## src/rtl/ls_ctrl_pkg.sv

```systemverilog
// Shared widths, opcode encodings and FSM states for the load/store controller.
package ls_ctrl_pkg;

  localparam int unsigned OP_WIDTH   = 4;
  localparam int unsigned DATA_WIDTH = 32;
  localparam int unsigned ROB_WIDTH  = 4;
  localparam int unsigned ADDR_WIDTH = 32;
  localparam int unsigned LEN_WIDTH  = 3;

  localparam logic [OP_WIDTH-1:0] OP_LB  = OP_WIDTH'(0);
  localparam logic [OP_WIDTH-1:0] OP_LH  = OP_WIDTH'(1);
  localparam logic [OP_WIDTH-1:0] OP_LW  = OP_WIDTH'(2);
  localparam logic [OP_WIDTH-1:0] OP_LBU = OP_WIDTH'(3);
  localparam logic [OP_WIDTH-1:0] OP_LHU = OP_WIDTH'(4);
  localparam logic [OP_WIDTH-1:0] OP_SB  = OP_WIDTH'(5);
  localparam logic [OP_WIDTH-1:0] OP_SH  = OP_WIDTH'(6);
  localparam logic [OP_WIDTH-1:0] OP_SW  = OP_WIDTH'(7);

  typedef enum logic [1:0] {
    LS_IDLE = 2'd0,
    LS_BUSY = 2'd1,
    LS_DROP = 2'd2
  } ls_state_e;

  function automatic logic is_store(input logic [OP_WIDTH-1:0] op);
    return (op == OP_SB) || (op == OP_SH) || (op == OP_SW);
  endfunction

endpackage

```

## src/rtl/ls_ctrl_if.sv

```systemverilog
// LSB issue, memory-controller and CDB signals of the load/store controller.
interface ls_ctrl_if;
  import ls_ctrl_pkg::*;

  logic                  rdy_lsb_in;
  logic [OP_WIDTH-1:0]   opcode_lsb_in;
  logic [DATA_WIDTH-1:0] vj_lsb_in;
  logic [DATA_WIDTH-1:0] vk_lsb_in;
  logic [DATA_WIDTH-1:0] imm_lsb_in;
  logic [ROB_WIDTH-1:0]  rob_id_lsb_in;
  logic                  idle_lsb_out;

  logic                  req_mc_out;
  logic                  wr_mc_out;
  logic [ADDR_WIDTH-1:0] addr_mc_out;
  logic [LEN_WIDTH-1:0]  len_mc_out;
  logic [31:0]           data_mc_out;
  logic                  done_mc_in;
  logic [31:0]           data_mc_in;

  logic                  refresh_rob_cdb_in;
  logic                  rdy_ls_cdb_out;
  logic [DATA_WIDTH-1:0] result_ls_cdb_out;
  logic [ROB_WIDTH-1:0]  rob_id_ls_cdb_out;

  modport slave (
    input  rdy_lsb_in, opcode_lsb_in, vj_lsb_in, vk_lsb_in, imm_lsb_in, rob_id_lsb_in,
    output idle_lsb_out,
    output req_mc_out, wr_mc_out, addr_mc_out, len_mc_out, data_mc_out,
    input  done_mc_in, data_mc_in,
    input  refresh_rob_cdb_in,
    output rdy_ls_cdb_out, result_ls_cdb_out, rob_id_ls_cdb_out
  );

  modport master (
    output rdy_lsb_in, opcode_lsb_in, vj_lsb_in, vk_lsb_in, imm_lsb_in, rob_id_lsb_in,
    input  idle_lsb_out,
    input  req_mc_out, wr_mc_out, addr_mc_out, len_mc_out, data_mc_out,
    output done_mc_in, data_mc_in,
    output refresh_rob_cdb_in,
    input  rdy_ls_cdb_out, result_ls_cdb_out, rob_id_ls_cdb_out
  );
endinterface

```

## src/rtl/ls_ctrl_extend.sv

```systemverilog
// Size decode and extension: sign/zero-extends load data, and for stores
// zero-extends (masks) the write data; also yields the byte count.
module ls_ctrl_extend
  import ls_ctrl_pkg::*;
(
  input  logic [OP_WIDTH-1:0]  i_op,
  input  logic [31:0]          i_data,
  output logic [31:0]          o_result,
  output logic [LEN_WIDTH-1:0] o_len
);

  always_comb begin
    o_result = i_data;
    o_len    = LEN_WIDTH'(4);
    case (i_op)
      OP_LB: begin
        o_result = {{24{i_data[7]}}, i_data[7:0]};
        o_len    = LEN_WIDTH'(1);
      end
      OP_LBU, OP_SB: begin
        o_result = {24'd0, i_data[7:0]};
        o_len    = LEN_WIDTH'(1);
      end
      OP_LH: begin
        o_result = {{16{i_data[15]}}, i_data[15:0]};
        o_len    = LEN_WIDTH'(2);
      end
      OP_LHU, OP_SH: begin
        o_result = {16'd0, i_data[15:0]};
        o_len    = LEN_WIDTH'(2);
      end
      default: ;
    endcase
  end

endmodule

```

## src/rtl/ls_ctrl.sv

```systemverilog
// Load/store controller: issues one sized memory access at a time and
// broadcasts the (extended) result on the load/store CDB.
module ls_ctrl
  import ls_ctrl_pkg::*;
(
  input  logic     clk_in,
  input  logic     rst_in,
  input  logic     rdy_in,
  ls_ctrl_if.slave bus
);

  ls_state_e             r_state, w_state_nxt;
  logic [OP_WIDTH-1:0]   r_op, w_op_nxt;
  logic [ROB_WIDTH-1:0]  r_rob, w_rob_nxt;
  logic                  r_req, w_req_nxt;
  logic                  r_wr, w_wr_nxt;
  logic [ADDR_WIDTH-1:0] r_addr, w_addr_nxt;
  logic [LEN_WIDTH-1:0]  r_len, w_len_nxt;
  logic [31:0]           r_data, w_data_nxt;
  logic                  r_cdb_rdy, w_cdb_rdy_nxt;
  logic [DATA_WIDTH-1:0] r_cdb_res, w_cdb_res_nxt;
  logic [ROB_WIDTH-1:0]  r_cdb_rob, w_cdb_rob_nxt;

  logic                  w_idle;
  logic [OP_WIDTH-1:0]   w_ext_op;
  logic [31:0]           w_ext_in;
  logic [31:0]           w_ext_res;
  logic [LEN_WIDTH-1:0]  w_ext_len;

  assign w_idle = (r_state == LS_IDLE);

  // One extender serves both directions: store-data masking while idle, load extension while busy.
  assign w_ext_op = w_idle ? bus.opcode_lsb_in : r_op;
  assign w_ext_in = w_idle ? bus.vk_lsb_in : bus.data_mc_in;

  ls_ctrl_extend u_ext (
    .i_op     (w_ext_op),
    .i_data   (w_ext_in),
    .o_result (w_ext_res),
    .o_len    (w_ext_len)
  );

  always_comb begin
    w_state_nxt   = r_state;
    w_op_nxt      = r_op;
    w_rob_nxt     = r_rob;
    w_req_nxt     = r_req;
    w_wr_nxt      = r_wr;
    w_addr_nxt    = r_addr;
    w_len_nxt     = r_len;
    w_data_nxt    = r_data;
    w_cdb_rdy_nxt = 1'b0;
    w_cdb_res_nxt = r_cdb_res;
    w_cdb_rob_nxt = r_cdb_rob;
    case (r_state)
      LS_IDLE: begin
        if (bus.rdy_lsb_in && !bus.refresh_rob_cdb_in) begin
          w_op_nxt    = bus.opcode_lsb_in;
          w_rob_nxt   = bus.rob_id_lsb_in;
          w_addr_nxt  = ADDR_WIDTH'(bus.vj_lsb_in + bus.imm_lsb_in);
          w_len_nxt   = w_ext_len;
          w_data_nxt  = w_ext_res;
          w_wr_nxt    = is_store(bus.opcode_lsb_in);
          w_req_nxt   = 1'b1;
          w_state_nxt = LS_BUSY;
        end
      end
      LS_BUSY: begin
        if (bus.done_mc_in) begin
          w_req_nxt   = 1'b0;
          w_state_nxt = LS_IDLE;
          // A completion landing in the flush cycle is never broadcast.
          if (!bus.refresh_rob_cdb_in) begin
            w_cdb_rdy_nxt = 1'b1;
            w_cdb_rob_nxt = r_rob;
            w_cdb_res_nxt = is_store(r_op) ? '0 : DATA_WIDTH'(w_ext_res);
          end
        end else if (bus.refresh_rob_cdb_in && !is_store(r_op)) begin
          w_state_nxt = LS_DROP;
        end
      end
      LS_DROP: begin
        if (bus.done_mc_in) begin
          w_req_nxt   = 1'b0;
          w_state_nxt = LS_IDLE;
        end
      end
      default: w_state_nxt = LS_IDLE;
    endcase
  end

  always_ff @(posedge clk_in or posedge rst_in) begin
    if (rst_in) begin
      r_state   <= LS_IDLE;
      r_op      <= '0;
      r_rob     <= '0;
      r_req     <= 1'b0;
      r_wr      <= 1'b0;
      r_addr    <= '0;
      r_len     <= '0;
      r_data    <= '0;
      r_cdb_rdy <= 1'b0;
      r_cdb_res <= '0;
      r_cdb_rob <= '0;
    end else if (rdy_in) begin
      r_state   <= w_state_nxt;
      r_op      <= w_op_nxt;
      r_rob     <= w_rob_nxt;
      r_req     <= w_req_nxt;
      r_wr      <= w_wr_nxt;
      r_addr    <= w_addr_nxt;
      r_len     <= w_len_nxt;
      r_data    <= w_data_nxt;
      r_cdb_rdy <= w_cdb_rdy_nxt;
      r_cdb_res <= w_cdb_res_nxt;
      r_cdb_rob <= w_cdb_rob_nxt;
    end
  end

  assign bus.idle_lsb_out      = w_idle;
  assign bus.req_mc_out        = r_req;
  assign bus.wr_mc_out         = r_wr;
  assign bus.addr_mc_out       = r_addr;
  assign bus.len_mc_out        = r_len;
  assign bus.data_mc_out       = r_data;
  assign bus.rdy_ls_cdb_out    = r_cdb_rdy;
  assign bus.result_ls_cdb_out = r_cdb_res;
  assign bus.rob_id_ls_cdb_out = r_cdb_rob;

endmodule

```

## src/flat_wrapper.sv

```systemverilog
// flat-port wrapper written by rule: the top's interface ports become plain ports
module ls_ctrl_flat import ls_ctrl_pkg::*;
  (clk_in, rst_in, rdy_in, bus_rdy_lsb_in, bus_opcode_lsb_in, bus_vj_lsb_in, bus_vk_lsb_in, bus_imm_lsb_in, bus_rob_id_lsb_in, bus_idle_lsb_out, bus_req_mc_out, bus_wr_mc_out, bus_addr_mc_out, bus_len_mc_out, bus_data_mc_out, bus_done_mc_in, bus_data_mc_in, bus_refresh_rob_cdb_in, bus_rdy_ls_cdb_out, bus_result_ls_cdb_out, bus_rob_id_ls_cdb_out);
  ls_ctrl_if bus_i ();
  input  logic clk_in;
  input  logic rst_in;
  input  logic rdy_in;
  input wire logic [$bits(bus_i.rdy_lsb_in)-1:0] bus_rdy_lsb_in;
  input wire logic [$bits(bus_i.opcode_lsb_in)-1:0] bus_opcode_lsb_in;
  input wire logic [$bits(bus_i.vj_lsb_in)-1:0] bus_vj_lsb_in;
  input wire logic [$bits(bus_i.vk_lsb_in)-1:0] bus_vk_lsb_in;
  input wire logic [$bits(bus_i.imm_lsb_in)-1:0] bus_imm_lsb_in;
  input wire logic [$bits(bus_i.rob_id_lsb_in)-1:0] bus_rob_id_lsb_in;
  output wire logic [$bits(bus_i.idle_lsb_out)-1:0] bus_idle_lsb_out;
  output wire logic [$bits(bus_i.req_mc_out)-1:0] bus_req_mc_out;
  output wire logic [$bits(bus_i.wr_mc_out)-1:0] bus_wr_mc_out;
  output wire logic [$bits(bus_i.addr_mc_out)-1:0] bus_addr_mc_out;
  output wire logic [$bits(bus_i.len_mc_out)-1:0] bus_len_mc_out;
  output wire logic [$bits(bus_i.data_mc_out)-1:0] bus_data_mc_out;
  input wire logic [$bits(bus_i.done_mc_in)-1:0] bus_done_mc_in;
  input wire logic [$bits(bus_i.data_mc_in)-1:0] bus_data_mc_in;
  input wire logic [$bits(bus_i.refresh_rob_cdb_in)-1:0] bus_refresh_rob_cdb_in;
  output wire logic [$bits(bus_i.rdy_ls_cdb_out)-1:0] bus_rdy_ls_cdb_out;
  output wire logic [$bits(bus_i.result_ls_cdb_out)-1:0] bus_result_ls_cdb_out;
  output wire logic [$bits(bus_i.rob_id_ls_cdb_out)-1:0] bus_rob_id_ls_cdb_out;
  assign bus_i.rdy_lsb_in = bus_rdy_lsb_in;
  assign bus_i.opcode_lsb_in = bus_opcode_lsb_in;
  assign bus_i.vj_lsb_in = bus_vj_lsb_in;
  assign bus_i.vk_lsb_in = bus_vk_lsb_in;
  assign bus_i.imm_lsb_in = bus_imm_lsb_in;
  assign bus_i.rob_id_lsb_in = bus_rob_id_lsb_in;
  assign bus_idle_lsb_out = bus_i.idle_lsb_out;
  assign bus_req_mc_out = bus_i.req_mc_out;
  assign bus_wr_mc_out = bus_i.wr_mc_out;
  assign bus_addr_mc_out = bus_i.addr_mc_out;
  assign bus_len_mc_out = bus_i.len_mc_out;
  assign bus_data_mc_out = bus_i.data_mc_out;
  assign bus_i.done_mc_in = bus_done_mc_in;
  assign bus_i.data_mc_in = bus_data_mc_in;
  assign bus_i.refresh_rob_cdb_in = bus_refresh_rob_cdb_in;
  assign bus_rdy_ls_cdb_out = bus_i.rdy_ls_cdb_out;
  assign bus_result_ls_cdb_out = bus_i.result_ls_cdb_out;
  assign bus_rob_id_ls_cdb_out = bus_i.rob_id_ls_cdb_out;
  ls_ctrl u_core (.clk_in(clk_in), .rst_in(rst_in), .rdy_in(rdy_in), .bus(bus_i));
endmodule
```

## config.mk

```make
export PLATFORM = sky130hd
export DESIGN_NAME = ls_ctrl_flat
export DESIGN_NICKNAME = d
export VERILOG_FILES = /design/src/rtl/ls_ctrl_pkg.sv /design/src/rtl/ls_ctrl_if.sv /design/src/rtl/ls_ctrl_extend.sv /design/src/rtl/ls_ctrl.sv /design/src/flat_wrapper.sv
export SDC_FILE = /design/constraint.sdc
export NUM_CORES = 1
export LEC_CHECK = 0
export CAP_MARGIN = 40
export CORE_MARGIN = 2
export CORE_UTILIZATION = 41
export DETAILED_ROUTE_END_ITERATION = 8
export PLACE_DENSITY = 0.84
export REMOVE_ABC_BUFFERS = 1
export SLEW_MARGIN = 5
export SYNTH_ARGS = -nofsm -noshare
export SYNTH_HDL_FRONTEND = slang
export SYNTH_SLANG_ARGS = --single-unit
```

## constraint.sdc

```tcl
create_clock -name clk_in -period 3.7 [get_ports clk_in]
set_input_delay 0.74 -clock clk_in [delete_from_list [all_inputs] [get_ports clk_in]]
set_output_delay 0.74 -clock clk_in [all_outputs]
set_load 0.01 [all_outputs]
```

# [After elaboration in Yosys (flattened, before gate mapping)]
# Index checks and enable logic that the tools add are counted.
[op_classes] add_sub_neg=1 eq_ne=17 muxes=16 n_bitwise=1 reduce_logical=20
[ops] op="$pmux W32 S4" count=1
[ops] op="$mux W32" count=2
[ops] op="$eq A4 B3 Y1 const B" count=9
[ops] op="$add A32 B32 Y32" count=1
[ops] op="$reduce_and A4 Y1" count=3
[ops] op="$mux W2" count=4
[ops] op="$pmux W2 S3" count=1
[ops] op="$pmux W3 S2" count=1
[ops] op="$reduce_or A2 Y1" count=3
[ops] op="$reduce_or A3 Y1" count=2
[ops] op="$mux W1" count=5
[ops] op="$eq A4 B1 Y1 const B" count=1
[ops] op="$eq A4 B2 Y1 const B" count=1
[ops] op="$logic_not A4 Y1" count=1
[ops] op="$logic_or A1 B1 Y1" count=4
[ops] op="$mux W4" count=1
[ops] op="$ne A2 B2 Y1 const B" count=2
[ops] op="$ne A3 B2 Y1 const B" count=1
[ops] op="$reduce_and A3 Y1" count=1
[ops] op="$eq A2 B1 Y1 const B" count=1
[ops] op="$eq A2 B2 Y1 const B" count=1
[ops] op="$logic_and A1 B1 Y1" count=2
[ops] op="$logic_not A1 Y1" count=2
[ops] op="$logic_not A2 Y1" count=1
[ops] op="4 further kinds" count=4
[word_totals] reg_bits=116 inputBits=142 word_cells=66

# [Logic depth before layout (Yosys ltp)]
# Gate-level depths: netlist of the first run.
[logic_depth] word_depth=8 ltp_mapped=11 depth_no_buf=9

# [Cells and area by module]
# A second synthesis of the first run with hierarchy kept.
[unflattened] hier_cells=735 hier_area_um2=6806.5
[modules_own_cells] mod="ls_ctrl" instances=1 cells_each=685 area_each_um2=6421.2 seq_area_each_um2=2902.8
[modules_own_cells] mod="ls_ctrl_extend" instances=1 cells_each=50 area_each_um2=385.4 seq_area_each_um2=0.0

# [Worst setup path after synthesis of the first run]
# OpenSTA, ideal clock, no wires.
[synth_path] path_type="input to register" start="input port bus_imm_lsb_in[0]" end="register u_core.r_addr[26] (netlist: u_core.bus.addr_mc_out[26])" setup_ps=150 arrival_time_ps=2631 t_required_ps=3550 path_slack_ps=919 path_stages=9 n_path_buf=0 path_cell_list="ha_1 > fa_1 > a21o_1 > a221oi_2 > nand4bb_4 > a21oi_4 > o2111ai_1 > mux2i_1 > o311ai_0"
[synth_between] elab_chain_cells=1
[synth_lines] item="start: declaration" line="flat_wrapper.sv:12" rtl="input wire logic [$bits(bus_i.imm_lsb_in)-1:0] bus_imm_lsb_in;"
[synth_lines] item="$add A32 B32 Y32" line="ls_ctrl.sv:60" rtl="w_addr_nxt = ADDR_WIDTH'(bus.vj_lsb_in + bus.imm_lsb_in);"
[synth_lines] item="end signal: assignment" line="ls_ctrl.sv:111" rtl="r_addr <= w_addr_nxt;"
[synth_lines] item="end: declaration" line="ls_ctrl.sv:17" rtl="logic [ADDR_WIDTH-1:0] r_addr, w_addr_nxt;"
# Every way passes these cells.
# A chain may end at the register's enable or synchronous reset.

# [Worst setup path after layout of the first run]
# Ends and elaborated chain as after synthesis.

==> results.toml, run 1 <==
[synthesis]
synthCells = 716
ys_async_sr_fraction = 1.00
synth-simple-area-share = 0.142
muxShareOfSynthArea = 0.0941
synth_top_family_by_area = "compound AO/OA/AOI/OAI gates"
synth_compound_area_frac = 0.211
syn_area_mm2 = 0.00682
synth-seq-cells = 116
yosys.area.top_type_share = 0.426
synthTopCellsByArea = "dfrtp_1 (43%), nand2_1 (7.7%), ha_1 (6.4%)"
synth-edff-count = 0
yosysWarnings = 0
synth_top_area_cell = "dfrtp_1"
synth_cell_types = 63
yosys.area_share.adder = 0.0672
synth_flop_cell = "dfrtp_1"
avgSynthCellArea_um2 = 9.52
synth-xor-area-share = 0.0270
ys_seq_area_frac = 0.426

[global_route]
grt_antenna_before_repair = 0
grt_util_met1 = 0.274
busiest_layer = "met2"
grt_pass1_vias = 6296
overflow = 0
gr-usage-met2 = 0.394
grt_usage = 0.228
grt_max_degree = 80
use_met3 = 0.0483
grt_pass1_wl_mm = 32.2

[clock_tree]
cts_buffers = 17
clock_sinks = 116
cts_hold_buf = 0
postCtsSetupBuffers = 0
clk_pin_slew_worst_paths_ns = 0.06
clock_latency_ns = 0.41
cts_resized = 0
clockBufferDepth = 2
htree_levels = 4
root_buffer = "clkbuf_16"
cts_tree = "built"

[critical_path]
slowest_delay_ns = 0.42
startpoint = "bus_imm_lsb_in[0]"
worstPathRequired_ns = 3.97
r2r_slack_ns = 0.74
rr_startpoint = "u_core.r_state[1]"
path_class = "primary input to flop"
r2r-end = "u_core.bus.data_mc_out[23]"
endpoint_kind = "flop"
path_max_fanout = 8
worstPathArrival_ns = 3.25
path_cells = "clkdlybuf4s50_1 > ha_1 > fa_1 > a21o_1 > a221oi_2 > nand4bb_4 > a21oi_4 > o2111ai_1 > mux2i_1 > o311ai_0"
slowest_stage = "fa_1"
cp-start-kind = "primary input"
worst_r2r_path_depth = 9

[timing]
fin_crit_sh = 0.805
slew-limit-headroom = 0.588
slew_violations = 0
min_period_ns = 2.98
clock.fmax_mhz = 336
hold_viol_final = 0
finClkSkew_ns = 0.00510
tns_ns = 0
rsz0062_at_grt = "false"
tightestPinTransition_ns = 0.617
setup_viol = 0

[detailed_routing]
wl_per_cell_um = 16.9
dr.pass1.iters = 5
wirelength_mm = 20.0
ant_nets = 0
via_per_inst = 5.33
drc = 0
initialDrtViolationCount = 315
num_vias = 6317

[min_path]
hp-start = "u_core.r_rob[3]"
holdPathEnd = "u_core.r_rob[3]"
hold_class = "flop to flop"
min_path_cells = 2

[die]
coreArea_mm2 = 0.0164
die_area_mm2 = 0.0177
start_util = 0.416
fp.dieH_um = 133
dieWidth_um = 133
ios = 249
rows = 47

[place]
place_area_mm2 = 0.00951
io_buffers = 248
place_congestion = 0.922
dpl.hpwl_mm = 15.2

[finish]
final_area_mm2 = 0.0101
antenna_cells = 0
syn2layout_area_growth_pct = 48.2
nFillCells = 1347
final_nets = 1130
layout-drive-gt1-share = 0.108

[power_and_ir_drop]
power.density_mw_per_mm2 = 748
cellLeakagePower_nw = 4.42
ir_drop_uv = 396

[outcome]
outcome = "finished, final reports clean"

[job]
drv_cap = 0
layout make-up:
class / count / area (um2) / area share
Tap cell: 220 / 275 / 0.0272
Multi-Input combinational cell: 550 / 3710 / 0.367
Timing Repair Buffer: 260 / 2600 / 0.257
Inverter: 7 / 28.8 / 0.00285
Clock buffer: 18 / 439 / 0.0435
Sequential cell: 116 / 2900 / 0.287
Clock inverter: 14 / 154 / 0.0152
synth_stat cells (6+ instances only):
cell type,number
nand2_1,139
dfrtp_1,116
o21ai_0,76
a21oi_1,40
ha_1,35
mux2i_1,29
clkbuf_1,28
mux2_2,28
nor2_1,22
a22o_1,19
nand4_1,15
a21o_1,14
o21ai_2,12
xnor2_1,11
o21a_1,10
xor2_1,10
nand3_1,8
inv_1,7
nor3_1,7
and3_1,6
logic make-up (layout without fill, tap and decap cells):
group | count (synthesis) | in the layout
DFF | 116 | 116
muxes | 59 | 59
buffers and inverters | 50 | 299
and+or+nand+nor | 218 | 218
adders and majority gates | 36 | 36
xor gates and xnor gates | 21 | 21
AOI/OAI and AO/OA | 216 | 216
layout by cell type (no fill, tap or decap), types with 6 or more instances in the layout:
| master | Yosys | layout |
|---|---|---|
| clkdlybuf4s50_1 | 0 | 248 |
| nand2_1 | 139 | 139 |
| dfrtp_1 | 116 | 116 |
| o21ai_0 | 76 | 76 |
| a21oi_1 | 40 | 40 |
| ha_1 | 35 | 34 |
| mux2i_1 | 29 | 29 |
| mux2_2 | 28 | 28 |
| nor2_1 | 22 | 22 |
| a22o_1 | 19 | 19 |
| clkbuf_16 | 0 | 17 |
| nand4_1 | 15 | 15 |
| a21o_1 | 14 | 14 |
| o21ai_2 | 12 | 12 |
| xnor2_1 | 11 | 11 |
| o21a_1 | 10 | 10 |
| xor2_1 | 10 | 10 |
| buf_4 | 0 | 10 |
| nand3_1 | 8 | 7 |
| nor3_1 | 7 | 7 |
| inv_1 | 7 | 6 |
sequential cells by signal, indices dropped and copies added (netlist names):
| register | flops |
|---|---|
| u_core.bus.addr_mc_out | 32 |
| u_core.bus.data_mc_out | 32 |
| u_core.bus.result_ls_cdb_out | 32 |
| u_core.bus.rob_id_ls_cdb_out | 4 |
| u_core.r_op | 4 |
| u_core.r_rob | 4 |
| u_core.bus.len_mc_out | 3 |
| u_core.r_state | 2 |
| u_core.bus.rdy_ls_cdb_out | 1 |
| u_core.bus.req_mc_out | 1 |
| u_core.bus.wr_mc_out | 1 |
power breakdown:
group	internal (W)	total [W]	switching [W]
Combinational	0.00191	0.00373	0.00181
Clock	0.00101	0.00163	0.000617
Sequential	0.00187	0.00220	0.000335
Total	0.00480	0.00756	0.00277
worst max-delay path by stage:
stage | end | slack (ns) | cells past startpoint
floorplan | u_core.bus.addr_mc_out[22] | -1.59 | 5
global placement | u_core.bus.addr_mc_out[26] | 0.38 | 10
detailed placement | u_core.bus.addr_mc_out[26] | 0.35 | 10
CTS | u_core.bus.data_mc_out[23] | 0.73 | 9
global route | u_core.bus.data_mc_out[19] | 0.55 | 9
finish | u_core.bus.addr_mc_out[26] | 0.72 | 10
stage by stage:
step | total power, W | setup WS [ns] | hold WS, ns | instances | utilization
after CTS | 0.00763 | 0.733 | 0.479 | 1185 | 0.616
after global placement | 0.00585 | 0.379 | 0.453 | 1153 | 0.580
after floorplan | 0.00411 | -1.59 | 0.442 | 673 | -
after detailed placement | 0.00598 | 0.354 | 0.461 | 1153 | 0.580
after global routing | 0.00802 | 0.552 | 0.493 | 1185 | 0.616
final | 0.00756 | 0.723 | 0.473 | 1185 | 0.616
layer usage:
layer  wire (um)  vias to the layer above  part of all wire
met2        9820                      238              0.49
met5           0                        -                 0
met3        1290                       39             0.064
li1            -                     3060                 -
met4         666                        0             0.033
met1        8260                     2980              0.41
critical path, delay by kind of cell:
kind	cells	cell delay, ns
AO/OA/AOI/OAI	5	1.01
adder cells (fa/ha/maj)	2	0.65
buffers and inverters	1	0.41
multiplexers	1	0.21
AND/OR/NAND/NOR	1	0.22
Power figures use the tool's default switching activity.
==> run 2, diff against run 1 <==
--- a/config.mk
+++ b/config.mk
@@ -7,9 +7,9 @@
 export LEC_CHECK = 0
 export CAP_MARGIN = 40
 export CORE_MARGIN = 2
-export CORE_UTILIZATION = 41
+export CORE_UTILIZATION = 45
 export DETAILED_ROUTE_END_ITERATION = 8
-export PLACE_DENSITY = 0.84
+export PLACE_DENSITY = 0.87
 export REMOVE_ABC_BUFFERS = 1
 export SLEW_MARGIN = 5
 export SYNTH_ARGS = -nofsm -noshare
==> constraint.sdc (replaced) <==
create_clock -name clk_in -period 2.95 [get_ports clk_in]
set_input_delay 0.59 -clock clk_in [delete_from_list [all_inputs] [get_ports clk_in]]
set_output_delay 0.59 -clock clk_in [all_outputs]
set_load 0.01 [all_outputs]
==> run 2 against run 1 <==
Largest cell class unchanged; routed wire length increased by 6.9%; critical endpoint unchanged; combinational power rose by 30%; highest routed layer unchanged; non-clock buffer count increased by 36.
==> results.toml, run 2 (same netlist as run 1, synthesis figures left out) <==
[critical_path]
slowest_delay_ns = 0.41
worstPathArrival_ns = 3.02
path_max_fanout = 8
startpoint = "bus_imm_lsb_in[0]"
path_class = "primary input to flop"
slowest_stage = "clkdlybuf4s50_1"
cp-start-kind = "primary input"
endpoint_kind = "flop"
worstPathRequired_ns = 3.22
rr_startpoint = "u_core.r_state[0]"
path_cells = "clkdlybuf4s50_1 > ha_1 > fa_1 > a21o_1 > a221oi_2 > nand4bb_4 > a21oi_4 > o2111ai_1 > mux2i_1 > o311ai_0"

[timing]
clock.fmax_mhz = 363
rsz0062_at_grt = "false"
fin_crit_sh = 0.934
tightestPinTransition_ns = 0.580
slew_violations = 0
hold_viol_final = 0
finClkSkew_ns = 0.00963
setup_viol = 0
min_period_ns = 2.76
slew-limit-headroom = 0.612
tns_ns = 0

[die]
rows = 44
die_area_mm2 = 0.0162
coreArea_mm2 = 0.0146
fp.dieH_um = 127
ios = 249
dieWidth_um = 127
start_util = 0.466

[job]
drv_cap = 0

[global_route]
grt_pass1_vias = 6500
grt_antenna_before_repair = 0
grt_usage = 0.264
grt_max_degree = 44
grt_pass1_wl_mm = 33.7
overflow = 0

[clock_tree]
htree_levels = 4
cts_tree = "built"
clock_latency_ns = 0.42
cts_hold_buf = 0
clockBufferDepth = 2
cts_buffers = 17
clock_sinks = 116
clk_pin_slew_worst_paths_ns = 0.06
cts_resized = 0
root_buffer = "clkbuf_16"
postCtsSetupBuffers = 0

[finish]
layout-drive-gt1-share = 0.139
mostFrequentLayoutCells = "clkdlybuf4s50_1 (248), nand2_1 (139), dfrtp_1 (116), o21ai_0 (76), buf_4 (45)"
final_nets = 1166
nFillCells = 1037
stdcell_count = 1185
syn2layout_area_growth_pct = 52.3
multi_input_area_mm2 = 0.00373
layout_commonest_cell = "clkdlybuf4s50_1"
antenna_cells = 0
seq_area_mm2 = 0.00290

[detailed_routing]
dr.pass1.iters = 5
wl_per_cell_um = 18.1
initialDrtViolationCount = 378
wirelength_mm = 21.4
met1Wirelength_mm = 8.82
via_per_inst = 5.59
num_vias = 6623
met2_wirelength_mm = 10.6
drc = 0
top_layer_used = "met4"
routed-wl-met3_mm = 1.26
ant_nets = 0

[outcome]
outcome = "finished, final reports clean"

[place]
place_congestion = 0.953
dp.cells = 1153
io_buffers = 248
dpl.hpwl_mm = 15.8

[power_and_ir_drop]
ir_drop_uv = 530
cellLeakagePower_nw = 4.59
power.density_mw_per_mm2 = 940

[min_path]
hold_class = "flop to flop"
hp-start = "u_core.r_rob[1]"
==> run 2: cell types whose count changed in the layout (fill, tap and decap cells not counted), moves of 2 or more <==
cell        previous run  this run
clkinvlp_4             2         4
clkinv_2               3         1
inv_6                  1         4
clkinv_4               5         2
buf_4                 10        45
==> run 2: power by group <==
| group | internal, W | switching [W] |
|---|---|---|
| Clock | 0.00134 | 0.000777 |
| Sequential | 0.00234 | 0.000445 |
| Combinational | 0.00249 | 0.00236 |
| Total | 0.00617 | 0.00359 |
==> run 2: worst paths after layout <==
kind	endpoint	slack, ns	cells after the start
hold / removal	u_core.r_rob[1]	0.47	2
setup reg to reg	u_core.bus.data_mc_out[30]	0.37	8
setup / recovery	u_core.bus.addr_mc_out[26]	0.19	10
hold reg to reg	u_core.r_rob[1]	0.47	2
max in group asynchronous	u_core.bus.data_mc_out[13]	1.71	3
min in group asynchronous	u_core.bus.result_ls_cdb_out[22]	0.60	2
==> run 2: area by class of cell <==
| class | instances | share of cell area |
|---|---|---|
| clock buffers | 18 | 0.0413 |
| multi-input cells | 550 | 0.360 |
| flip-flops and latches | 116 | 0.280 |
| inverters | 7 | 0.00277 |
| repair buffers | 296 | 0.277 |
| well taps | 184 | 0.0222 |
| clock inverters | 14 | 0.0171 |
==> run 2: per-stage QoR <==
stage	utilization	cell area (um2)	setup slack [ns]	hold slack [ns]	power (W)
after floorplan	-	6620	-2.34	0.442	0.00516
after global placement	0.666	9750	-0.161	0.454	0.00737
after detailed placement	0.666	9750	-0.224	0.462	0.00753
after CTS	0.707	10400	0.0184	0.475	0.00974
after global routing	0.709	10400	0.0652	0.487	0.0103
final	0.709	10400	0.194	0.471	0.00975
==> run 2: layer usage <==
| metal | up-vias | track usage |
|---|---|---|
| li1 | 3134 | - |
| met2 | 296 | 0.456 |
| met3 | 51 | 0.0570 |
| met5 | - | 0 |
| met1 | 3142 | 0.318 |
| met4 | 0 | 0.120 |
==> run 2: critical path: cells and delay by family <==
family                   cells  cell delay, ns
multiplexers                 1            0.20
adder cells (fa/ha/maj)      2            0.62
buffers and inverters        1            0.41
AO/OA/AOI/OAI                5            0.99
AND/OR/NAND/NOR              1            0.22
==> run 3, diff against run 2 <==
--- a/config.mk
+++ b/config.mk
@@ -11,6 +11,7 @@
 export DETAILED_ROUTE_END_ITERATION = 8
 export PLACE_DENSITY = 0.87
 export REMOVE_ABC_BUFFERS = 1
+export SKIP_CTS_REPAIR_TIMING = 1
 export SLEW_MARGIN = 5
 export SYNTH_ARGS = -nofsm -noshare
 export SYNTH_HDL_FRONTEND = slang
==> constraint.sdc (replaced) <==
create_clock -name clk_in -period 3.6 [get_ports clk_in]
set_input_delay 0.72 -clock clk_in [delete_from_list [all_inputs] [get_ports clk_in]]
set_output_delay 0.72 -clock clk_in [all_outputs]
set_load 0.01 [all_outputs]
==> run 3 against run 2 <==
Core utilization shrank 1.8 points; sequential share of layout area grew 0.73 points; sequential cell count unchanged; highest routed layer unchanged; sequential power down 18%; setup slack improved by 0.51 ns; register-to-register slack gained 0.50 ns; routed wire length decreased by 1.4%; combinational power down 20%; design area down 2.6%.
==> results.toml, run 3 (same netlist as run 1, synthesis figures left out) <==
[power_and_ir_drop]
cellLeakagePower_nw = 4.43
ir_drop_uv = 462
power.density_mw_per_mm2 = 783
p_total_w = 0.00792

[critical_path]
rr_startpoint = "u_core.r_state[1]"
slowest_stage = "clkdlybuf4s50_1"
path_class = "flop to primary output"
worstPathArrival_ns = 2.18
cp_top_family = "buffers and inverters"
r2r_slack_ns = 0.87
startpoint = "u_core.r_state[1]"
slowest_delay_ns = 0.59
path_cells = "inv_1 > ha_2 > buf_4 > clkdlybuf4s50_1"
r2r-end = "u_core.bus.data_mc_out[25]"
worstPathRequired_ns = 2.88
endpoint_kind = "primary output"
worst_r2r_path_depth = 9
crit_buf_inv = 3
path_max_fanout = 17
cp-start-kind = "flop"

[place]
place_congestion = 1.04
io_buffers = 248
place_ws_ns = 0.292
dpl.hpwl_mm = 15.8
dp.cells = 1120

[timing]
slew_violations = 0
slew-limit-headroom = 0.546
hold_ws_ns = 0.470
finClkSkew_ns = 0.0112
setup_viol = 0
min_period_ns = 2.90
setup_slack_ns = 0.705
clock.fmax_mhz = 345
tightestPinTransition_ns = 0.681
rsz0062_at_grt = "false"
fin_crit_sh = 0.804
hold_viol_final = 0

[finish]
final_nets = 1133
layout-drive-gt1-share = 0.111
antenna_cells = 0
syn2layout_area_growth_pct = 48.4
stdcell_count = 1152
multi_input_area_mm2 = 0.00371
mostFrequentLayoutCells = "clkdlybuf4s50_1 (248), nand2_1 (139), dfrtp_1 (116), o21ai_0 (76), a21oi_1 (40)"
seq_area_mm2 = 0.00290
nFillCells = 1071
layout_commonest_cell = "clkdlybuf4s50_1"

[die]
dieWidth_um = 127
start_util = 0.466
fp.dieH_um = 127
die_area_mm2 = 0.0162
rows = 44
coreArea_mm2 = 0.0146
ios = 249

[global_route]
grt_pass1_wl_mm = 33.7
grt_antenna_before_repair = 0
grt_max_degree = 55
grt_usage = 0.263
overflow = 0
grt_pass1_vias = 6579

[clock_tree]
root_buffer = "clkbuf_16"
cts_tree = "built"
cts_buffers = 17
clk_pin_slew_worst_paths_ns = 0.05
clock_sinks = 116
clock_latency_ns = 0.42
htree_levels = 4
clockBufferDepth = 2

[detailed_routing]
initialDrtViolationCount = 432
dr.pass1.iters = 5
drc = 0
num_vias = 6576
wirelength_mm = 21.1
ant_nets = 0
wl_per_cell_um = 18.3
via_per_inst = 5.71

[min_path]
hp-start = "u_core.r_rob[1]"
holdPathEnd = "u_core.r_rob[1]"
hold_class = "flop to flop"
min_path_cells = 2

[outcome]
outcome = "finished, final reports clean"

[job]
drv_cap = 0
run 3: cell count changes in the layout (fill, tap and decap cells not counted), sizes merged:
| cell | change |
|---|---|
| clkinv | -1 |
| buf | -33 |
| clkinvlp | +1 |
| inv | -1 |
| clkbuf | +1 |
run 3: per-layer routing:
| metal | track usage | vias to the layer above | wire length (um) |
|---|---|---|---|
| met5 | 0 | - | 0 |
| met4 | 0.116 | 0 | 676 |
| met3 | 0.0503 | 55 | 1430 |
| met2 | 0.462 | 347 | 10600 |
| met1 | 0.315 | 3099 | 8440 |
| li1 | - | 3075 | - |
run 3: power by group:
| part | switching, W | internal (W) |
|---|---|---|
| clock | 0.000642 | 0.00113 |
| combinational | 0.00191 | 0.00196 |
| sequential | 0.000358 | 0.00192 |
run 3: worst max-delay path by stage:
stage | to | cells after the start | slack (ns)
2_1_floorplan | u_core.bus.addr_mc_out[22] | 5 | -1.69
3_3_place_gp | u_core.bus.addr_mc_out[26] | 10 | 0.32
3_5_place_dp | u_core.bus.addr_mc_out[26] | 10 | 0.29
4_1_cts | bus_idle_lsb_out | 4 | 0.70
5_1_grt | u_core.bus.addr_mc_out[26] | 10 | 0.59
6_report | bus_idle_lsb_out | 4 | 0.70
run 3: cell type report:
| class | instances | share of cell area |
|---|---|---|
| clock buffer | 19 | 0.0448 |
| clock inverter | 13 | 0.0169 |
| inverter | 7 | 0.00284 |
| multi-input combinational | 550 | 0.367 |
| sequential | 116 | 0.287 |
| tap | 184 | 0.0228 |
| timing repair buffer | 263 | 0.259 |
run 3: worst reg2reg max path: stages (launching register included):
cell and delay (ns):
dfrtp_1 0.41, inv_1 0.10, ha_2 0.32, buf_4 0.40, a211oi_2 0.13, a21oi_2 0.20, a21oi_4 0.13, nand2_2 0.38
o21ai_0 0.23, mux2_2 0.31
run 3: per-stage QoR:
step	setup TNS [ns]	util	instance area, um2
6_report	0	0.691	10100
5_1_grt	0	0.691	10100
4_1_cts	0	0.691	10100
3_5_place_dp	0	0.648	9490
3_3_place_gp	0	0.648	9490
2_1_floorplan	-94.55	-	6620
